File: config.mk
export PLATFORM = sky130hd
export DESIGN_NAME = ifu_fetch_engine
export DESIGN_NICKNAME = d
export VERILOG_FILES = /design/src/rtl/ifu_fetch_engine.sv
export SDC_FILE = /design/constraint.sdc
export NUM_CORES = 1
export LEC_CHECK = 0
export BUFFER_PORTS_ARGS = -buffer_cell sky130_fd_sc_hd__buf_2
export CAP_MARGIN = 20
export CORE_ASPECT_RATIO = 0.9
export CORE_UTILIZATION = 45
export CTS_BUF_LIST = sky130_fd_sc_hd__clkbuf_4 sky130_fd_sc_hd__clkbuf_8
export CTS_CLUSTER_DIAMETER = 100
export DETAILED_ROUTE_END_ITERATION = 16
export PLACE_DENSITY = 0.74
export SLEW_MARGIN = 0
export SYNTH_ARGS = -nofsm -noshare
export SYNTH_HDL_FRONTEND = slang
export SYNTH_SLANG_ARGS = --single-unit
export TNS_END_PERCENT = 20
File: constraint.sdc
create_clock -name clock -period 7.23 [get_ports clock]
set_input_delay 2.169 -clock clock [delete_from_list [all_inputs] [get_ports clock]]
set_output_delay 2.169 -clock clock [all_outputs]
set_load 0.05 [all_outputs]
File: src/rtl/ifu_fetch_engine.sv
// Instruction-fetch front end: PC generation, pipelined in-order imem requests
// tracked in a small in-flight FIFO, and an instruction queue toward decode.
module ifu_fetch_engine #(
  parameter int          QUEUE_DEPTH     = 4,
  parameter int          MAX_OUTSTANDING = 2,
  parameter logic [31:0] RESET_PC        = 32'h3000_0000,
  parameter bit          PERF_EN         = 1'b1
) (
  input  logic        clock,
  input  logic        reset,
  input  logic        redirect_valid,
  input  logic [31:0] redirect_pc,
  input  logic        stall,
  output logic [31:0] bpu_pc,
  input  logic [31:0] bpu_npc,
  input  logic        bpu_taken,
  output logic        imem_req_valid,
  input  logic        imem_req_ready,
  output logic [31:0] imem_req_addr,
  input  logic        imem_resp_valid,
  input  logic [31:0] imem_resp_data,
  input  logic        imem_resp_err,
  output logic        out_valid,
  input  logic        out_ready,
  output logic [31:0] out_pc,
  output logic [31:0] out_inst,
  output logic [31:0] out_pred_pc,
  output logic        out_pred_taken,
  output logic        out_fault,
  output logic [31:0] perf_fetch_cnt,
  output logic [31:0] perf_redirect_cnt,
  output logic [31:0] perf_drop_cnt
);

  localparam int QA = $clog2(QUEUE_DEPTH);
  localparam int QC = QA + 1;
  localparam int IA = (MAX_OUTSTANDING > 1) ? $clog2(MAX_OUTSTANDING) : 1;
  localparam int IN = 1 << IA;
  localparam int IC = $clog2(MAX_OUTSTANDING) + 1;
  localparam logic [31:0] MO_LIM = 32'(MAX_OUTSTANDING);
  localparam logic [31:0] QD_LIM = 32'(QUEUE_DEPTH);

  logic [31:0]   pc_reg;

  // In-flight request metadata, popped in order as responses return
  logic [31:0]   if_pc_mem    [IN];
  logic [31:0]   if_npc_mem   [IN];
  logic          if_taken_mem [IN];
  logic          if_kill_reg  [IN];
  logic [IA-1:0] if_wptr_reg;
  logic [IA-1:0] if_rptr_reg;
  logic [IC-1:0] if_cnt_reg;

  logic [31:0]   q_pc_mem    [QUEUE_DEPTH];
  logic [31:0]   q_pred_mem  [QUEUE_DEPTH];
  logic [31:0]   q_inst_mem  [QUEUE_DEPTH];
  logic          q_taken_mem [QUEUE_DEPTH];
  logic          q_fault_mem [QUEUE_DEPTH];
  logic [QA-1:0] q_wptr_reg;
  logic [QA-1:0] q_rptr_reg;
  logic [QC-1:0] q_cnt_reg;

  logic [31:0] credit_sum;
  logic        issue_fire;
  logic        resp_kill;
  logic        resp_keep;
  logic        resp_drop;
  logic        deq_fire;

  // Killed requests still hold a credit until their response drains
  assign credit_sum     = 32'(if_cnt_reg) + 32'(q_cnt_reg);
  assign imem_req_valid = ~reset & ~redirect_valid & (32'(if_cnt_reg) < MO_LIM) & (credit_sum < QD_LIM);
  assign imem_req_addr  = pc_reg;
  assign bpu_pc         = pc_reg;
  assign issue_fire     = imem_req_valid & imem_req_ready;

  assign resp_kill = if_kill_reg[if_rptr_reg];
  assign resp_keep = imem_resp_valid & ~resp_kill & ~redirect_valid;
  assign resp_drop = imem_resp_valid & (resp_kill | redirect_valid);

  assign out_valid      = (q_cnt_reg != '0) & ~redirect_valid;
  assign out_pc         = q_pc_mem[q_rptr_reg];
  assign out_inst       = q_inst_mem[q_rptr_reg];
  assign out_pred_pc    = q_pred_mem[q_rptr_reg];
  assign out_pred_taken = q_taken_mem[q_rptr_reg];
  assign out_fault      = q_fault_mem[q_rptr_reg];
  assign deq_fire       = out_valid & out_ready & ~stall;

  always_ff @(posedge clock) begin
    if (reset) begin
      pc_reg      <= RESET_PC;
      if_wptr_reg <= '0;
      if_rptr_reg <= '0;
      if_cnt_reg  <= '0;
      q_wptr_reg  <= '0;
      q_rptr_reg  <= '0;
      q_cnt_reg   <= '0;
    end else begin
      if (redirect_valid) begin
        pc_reg <= redirect_pc;
      end else if (issue_fire) begin
        pc_reg <= bpu_npc;
      end
      if (issue_fire) begin
        if_wptr_reg <= if_wptr_reg + IA'(1);
      end
      if (imem_resp_valid) begin
        if_rptr_reg <= if_rptr_reg + IA'(1);
      end
      if_cnt_reg <= if_cnt_reg + IC'(issue_fire) - IC'(imem_resp_valid);
      if (resp_keep) begin
        q_wptr_reg <= q_wptr_reg + QA'(1);
      end
      if (redirect_valid) begin
        q_rptr_reg <= q_wptr_reg;
        q_cnt_reg  <= '0;
      end else begin
        if (deq_fire) begin
          q_rptr_reg <= q_rptr_reg + QA'(1);
        end
        q_cnt_reg <= q_cnt_reg + QC'(resp_keep) - QC'(deq_fire);
      end
    end
  end

  always_ff @(posedge clock) begin
    if (issue_fire) begin
      if_pc_mem[if_wptr_reg]    <= pc_reg;
      if_npc_mem[if_wptr_reg]   <= bpu_npc;
      if_taken_mem[if_wptr_reg] <= bpu_taken;
    end
    if (resp_keep) begin
      q_pc_mem[q_wptr_reg]    <= if_pc_mem[if_rptr_reg];
      q_pred_mem[q_wptr_reg]  <= if_npc_mem[if_rptr_reg];
      q_taken_mem[q_wptr_reg] <= if_taken_mem[if_rptr_reg];
      q_inst_mem[q_wptr_reg]  <= imem_resp_err ? 32'h0 : imem_resp_data;
      q_fault_mem[q_wptr_reg] <= imem_resp_err;
    end
  end

  // Redirect marks every slot stale; a slot is revived only when reissued
  for (genvar gi = 0; gi < IN; gi++) begin : g_kill
    always_ff @(posedge clock) begin
      if (reset) begin
        if_kill_reg[gi] <= 1'b0;
      end else if (redirect_valid) begin
        if_kill_reg[gi] <= 1'b1;
      end else if (issue_fire && (if_wptr_reg == IA'(gi))) begin
        if_kill_reg[gi] <= 1'b0;
      end
    end
  end

  if (PERF_EN) begin : g_perf
    logic [31:0] fetch_cnt_reg;
    logic [31:0] redirect_cnt_reg;
    logic [31:0] drop_cnt_reg;
    always_ff @(posedge clock) begin
      if (reset) begin
        fetch_cnt_reg    <= '0;
        redirect_cnt_reg <= '0;
        drop_cnt_reg     <= '0;
      end else begin
        fetch_cnt_reg    <= fetch_cnt_reg + 32'(deq_fire);
        redirect_cnt_reg <= redirect_cnt_reg + 32'(redirect_valid);
        drop_cnt_reg     <= drop_cnt_reg + 32'(resp_drop);
      end
    end
    assign perf_fetch_cnt    = fetch_cnt_reg;
    assign perf_redirect_cnt = redirect_cnt_reg;
    assign perf_drop_cnt     = drop_cnt_reg;
  end else begin : g_noperf
    assign perf_fetch_cnt    = 32'h0;
    assign perf_redirect_cnt = 32'h0;
    assign perf_drop_cnt     = 32'h0;
  end

  a_resp_has_request: assert property (@(posedge clock) disable iff (reset)
    imem_resp_valid |-> (if_cnt_reg != '0));

endmodule

# [After elaboration in Yosys (flattened, before gate mapping)]
# Memories as Yosys holds them, arrays and structs flattened. A register that Yosys moved wholly into a read port is not among the register bits.
# Cells that the tools add are included.
[totals] reg_bits=139 ram_bits=524 in_bits=105 word_cells=103 memories=9
[mem_list] memory="q_inst_mem" depth=4 word_bits=32 rd=1 rd_clocked_by_memory_dff=1 write_ports=1 line="56" source="logic [31:0] q_inst_mem [QUEUE_DEPTH];"
[mem_list] memory="q_pc_mem" depth=4 word_bits=32 rd=1 rd_clocked_by_memory_dff=1 write_ports=1 line="54" source="logic [31:0] q_pc_mem [QUEUE_DEPTH];"
[mem_list] memory="q_pred_mem" depth=4 word_bits=32 rd=1 rd_clocked_by_memory_dff=1 write_ports=1 line="55" source="logic [31:0] q_pred_mem [QUEUE_DEPTH];"
[mem_list] memory="if_npc_mem" depth=2 word_bits=32 rd=1 rd_clocked_by_memory_dff=1 write_ports=1 line="47" source="logic [31:0] if_npc_mem [IN];"
[mem_list] memory="if_pc_mem" depth=2 word_bits=32 rd=1 rd_clocked_by_memory_dff=1 write_ports=1 line="46" source="logic [31:0] if_pc_mem [IN];"
[mem_list] memory="q_fault_mem" depth=4 word_bits=1 rd=1 rd_clocked_by_memory_dff=1 write_ports=1 line="58" source="logic q_fault_mem [QUEUE_DEPTH];"
[mem_list] memory="+3 memories"
[classes] addsub=12 order_cmp=2 n_mux=44 bitwise=20 reduce_logical=6
[ops] cell="$add A32 B1 Y32" n=3
[ops] cell="$mux W32" n=3
[ops] cell="$mux W1" n=29
[ops] cell="$mux W2" n=12
[ops] cell="$and A1 B1 Y1" n=10
[ops] cell="$not A1 Y1" n=5
[ops] cell="$or A1 B1 Y1" n=5
[ops] cell="$add A2 B1 Y2 const B" n=2
[ops] cell="$add A2 B3 Y4" n=1
[ops] cell="$lt A4 B3 Y1 const B" n=1
[ops] cell="$reduce_bool A2 Y1" n=2
[ops] cell="$add A3 B1 Y3" n=1
[ops] cell="$reduce_bool A3 Y1" n=1
[ops] cell="$sub A3 B1 Y3" n=1
[ops] cell="$add A1 B1 Y1 const B" n=2
[ops] cell="$add A2 B1 Y2" n=1
[ops] cell="$logic_and A1 B1 Y1" n=2
[ops] cell="$lt A2 B2 Y1 const B" n=1
[ops] cell="$reduce_or A2 Y1" n=1
[ops] cell="$sub A2 B1 Y2" n=1

# [Logic depth before layout (Yosys ltp)]
[logic_depth] depth_word=11 ltp_mapped=11 mapped_depth_nobuf=11

# [Worst setup path before layout]
# No wires, ideal clock.
[synth_path] path_kind="input to register" startpoint="in reset" endpoint="mem if_npc_mem[0][0] (enable)" setup_time_ns=0.489 arrival_ns=5.954 path_slack_ns=0.787 cell_stages=7 n_path_buf=3 cell_sequence="buf_2 -> nor3_1 -> and4_1 -> buf_2 -> clkinv_1 -> clkbuf_1 -> nor2_1"
[synth_between] elab_chain_cells=7
[synth_lines] item="start: declaration" line="10" source="input logic reset,"
[synth_lines] item="$not A1 Y1" line="72" source="assign imem_req_valid = ~reset & ~redirect_valid & (32'(if_cnt_reg) < MO_LIM) & (credit_sum < QD_LIM);"
[synth_lines] item="$and A1 B1 Y1 (3 in series)" line="72"
[synth_lines] item="$and A1 B1 Y1" line="75" source="assign issue_fire = imem_req_valid & imem_req_ready;"
[synth_lines] item="$mux W1" line="127" source="if (issue_fire) begin"
[synth_lines] item="$mux W1 (not written as such)" line="129" source="if_npc_mem[if_wptr_reg] <= bpu_npc;"
[synth_lines] item="end: declaration" line="47"
# No other way between the ends.

# [Worst setup path after layout]
[layout_path] startpoint="in redirect_valid" endpoint="out imem_req_valid"
[layout_between] elab_chain_cells=4
[layout_lines] item="start: declaration" line="11" source="input logic redirect_valid,"
[layout_lines] item="$not A1 Y1" line="72"
[layout_lines] item="$and A1 B1 Y1 (3 in series)" line="72"
[layout_lines] item="end: declaration" line="17" source="output logic imem_req_valid,"
# No other way between the ends.

==> qor.txt <==
worst-path cell chain -> buf_4 -> nor3_1 -> and3_1 -> buf_2
dominant cell type by area after synthesis -> edfxtp_1
Arr. time, crit path -> 3.37 ns
post-synthesis mux area share -> 11.7%
number of max-cap violations -> 0
Yosys warning total -> 0
Routed WL -> 59.0 mm
number of cells on the worst reg-to-reg path -> 4
clock skew -> 0.0323 ns
root buf cell -> clkbuf_8
Hold Path Class -> reg -> reg
post-layout net count -> 2051
Crit Path Class -> in -> out
Vias -> 15200
Buffers on Ports -> 364
Worst Setup SP -> redirect_valid
Reg-to-Reg End -> q_pred_mem[0][12]
worst slew pin tran -> 1.10 ns
clock sinks -> 666
fill count -> 4610
Top Ports -> 365
crit share post-route -> 76.6%
Power Dens Cells -> 275 nW/um^2
fin. max-slew vios -> 0
hold depth -> 2
top area cells in the synthesized netlist -> edfxtp_1 (61%), dfxtp_1 (11%), mux4_2 (8.5%)
Avg Inst Size Synth -> 16.6 um^2
VDD IR max -> 136 uV
reg-to-reg setup timing slack -> 3.92 ns
Post-DRT Antenna Nets -> 0
GRT Max-Usage Layer -> met2
largest family of logic cells by synthesized area -> multiplexers
row count -> 83
vias in the first global route -> 15100
final setup vio count -> 0
GR Util met1 -> 27.2%
Post-Syn Instances -> 1557
RSZ-0062 raised after global routing -> no
DR pass1 iterations -> 5
GPL Wtd Cong -> 0.836
Die Width -> 255 um
initial core utilization -> 45.5%
clk_lat worst skew -> 0.70 ns
Worst Path Required -> 5.06 ns
Leak -> 0.0108 uW
Post-CTS Resized -> 0
vias per cell -> 5.44
grt total ovfl -> 0
Final Critical Period -> 5.54 ns
Core Region -> 56900 um^2
total negative slack -> 0 ns
hold wc startpoint -> perf_redirect_cnt[31]
clk slew on worst S/H paths -> 0.06 ns
share of the synthesized area in the top cell type -> 60.8%
#FFs+latches synth -> 666
initial antenna violation count -> 13
status -> finished, final reports clean
hpwl dp -> 36.1 mm
WHS Endpoint -> perf_redirect_cnt[31]
Critical Path Fanout Max -> 79
Critical Path Max Stage Delay -> 0.65 ns
met2 usage -> 31.3%
ys flop type -> edfxtp_1
Synth Net Count -> 1678
final hold vios -> 0
CTS Hold Bufs -> 0
Overall Global Routing Usage -> 20.1%
crit path capture type -> output pin
die area -> 58500 um^2
CTS tree -> built
DRC viols -> 0
Synth Area in Compound Gates -> 3.24%
share of layout cells above drive strength 1 -> 37.6%
first-pass GRT wire length -> 88.3 mm
routed length per placed instance -> 21.1 um
post-synthesis xor/xnor area fraction -> 1.59%
CP max stage cell -> buf_4
Initial DRC Count -> 796
clock buffer depth -> 3
Setup WS pre-CTS -> 1.72 ns
slew margin rel. -> 26.5%
register area share after synthesis -> 71.8%
Post-Syn Area -> 25900 um^2
commonest non-fill, non-tap cells in the layout -> edfxtp_1 (524), buf_2 (363), dfxtp_1 (139), clkbuf_8 (122), mux4_2 (98)
largest net degree at the start of global routing -> 80
async set or reset register ratio after synthesis -> 0%
number of flops mapped to enable cells by yosys -> 524
setup bufs post-CTS -> 0
met3 Resource Use GR -> 6.06%
Synth cell types -> 44
Chip Height -> 229 um
commonest non-fill, non-tap cell in the layout -> edfxtp_1
P&R area growth vs syn -> 18.2%
Post-Synth Adder-Cell Area -> 0.803%
post-synthesis simple-gate area fraction -> 7.86%
largest registers -> q_inst_mem x128, q_pc_mem x128, q_pred_mem x128
htree depth -> 3
maximum clock frequency -> 181 MHz
Setup crit start kind -> input port
CTS buffer count -> 106
setup ws final -> 1.69 ns
[how the worst max path moves through the flow]
stage | slack (ns) | to | cells after the start
CTS | 1.70 | imem_req_valid | 4
global placement | 1.58 | perf_fetch_cnt[30] | 8
floorplan | 0.79 | if_npc_mem[0][0] | 7
detailed placement | 1.72 | imem_req_valid | 4
global route | 1.58 | imem_req_valid | 4
finish | 1.69 | imem_req_valid | 4
[Yosys cell counts (all sizes together), types with 35 or more instances]
cell type  instances
edfxtp           524
nor3              39
nand3             36
buf               52
mux2              73
dfxtp            142
mux4              98
nor2              89
or4               35
nor2b             48
clkbuf            63
a21oi             43
inv               49
[critical path, delay by kind of cell]
family,cells,cell delay (ns)
buffers and inverters,2,0.85
AND/OR/NAND/NOR,2,0.30
[per-layer routing]
metal | wire length, um | share of wire, %
met5 | 124 | 0.21
met4 | 1010 | 1.7
met3 | 4800 | 8.1
met2 | 27900 | 47
met1 | 25200 | 43
[cell type report]
cell class,instances,area [um^2],area share [%]
antenna,5,12.5,0.0409
clock buffer,158,1950,6.37
clock inverter,43,319,1.04
inverter,50,188,0.613
multi-input combinational,726,6550,21.4
sequential,666,18600,60.8
tap,765,957,3.13
timing repair buffer,380,2030,6.63
[where the power goes]
| group | switching, uW | internal [uW] |
|---|---|---|
| combinational | 559 | 224 |
| sequential | 66.7 | 4240 |
| clock | 1480 | 1850 |
| total | 2100 | 6310 |
[logic make-up (layout without fill, tap and decap cells)]
kind of cell | after synthesis | in the layout
flops | 666 | 666
simple gates | 368 | 368
mux | 172 | 172
buf+inv | 165 | 631
compound gates | 123 | 123
xor+xnor | 47 | 47
fa+ha+maj | 16 | 16
other cells | 0 | 5
[stage by stage]
| stage | total power (uW) | std cells | util [%] | cell area (um^2) | hold slack [ns] |
|---|---|---|---|---|---|
| CTS | 8500 | 2787 | 53.7 | 30600 | 0.488 |
| global route | 8700 | 2788 | 53.7 | 30600 | 0.522 |
| global placement | 5160 | 2585 | 49.7 | 28300 | 0.465 |
| finish | 8420 | 2793 | 53.8 | 30600 | 0.496 |
| floorplan | 4960 | 1557 | - | 25900 | 0.480 |
| detailed placement | 5180 | 2586 | 49.7 | 28300 | 0.478 |
(Power assumes the default switching activity.)
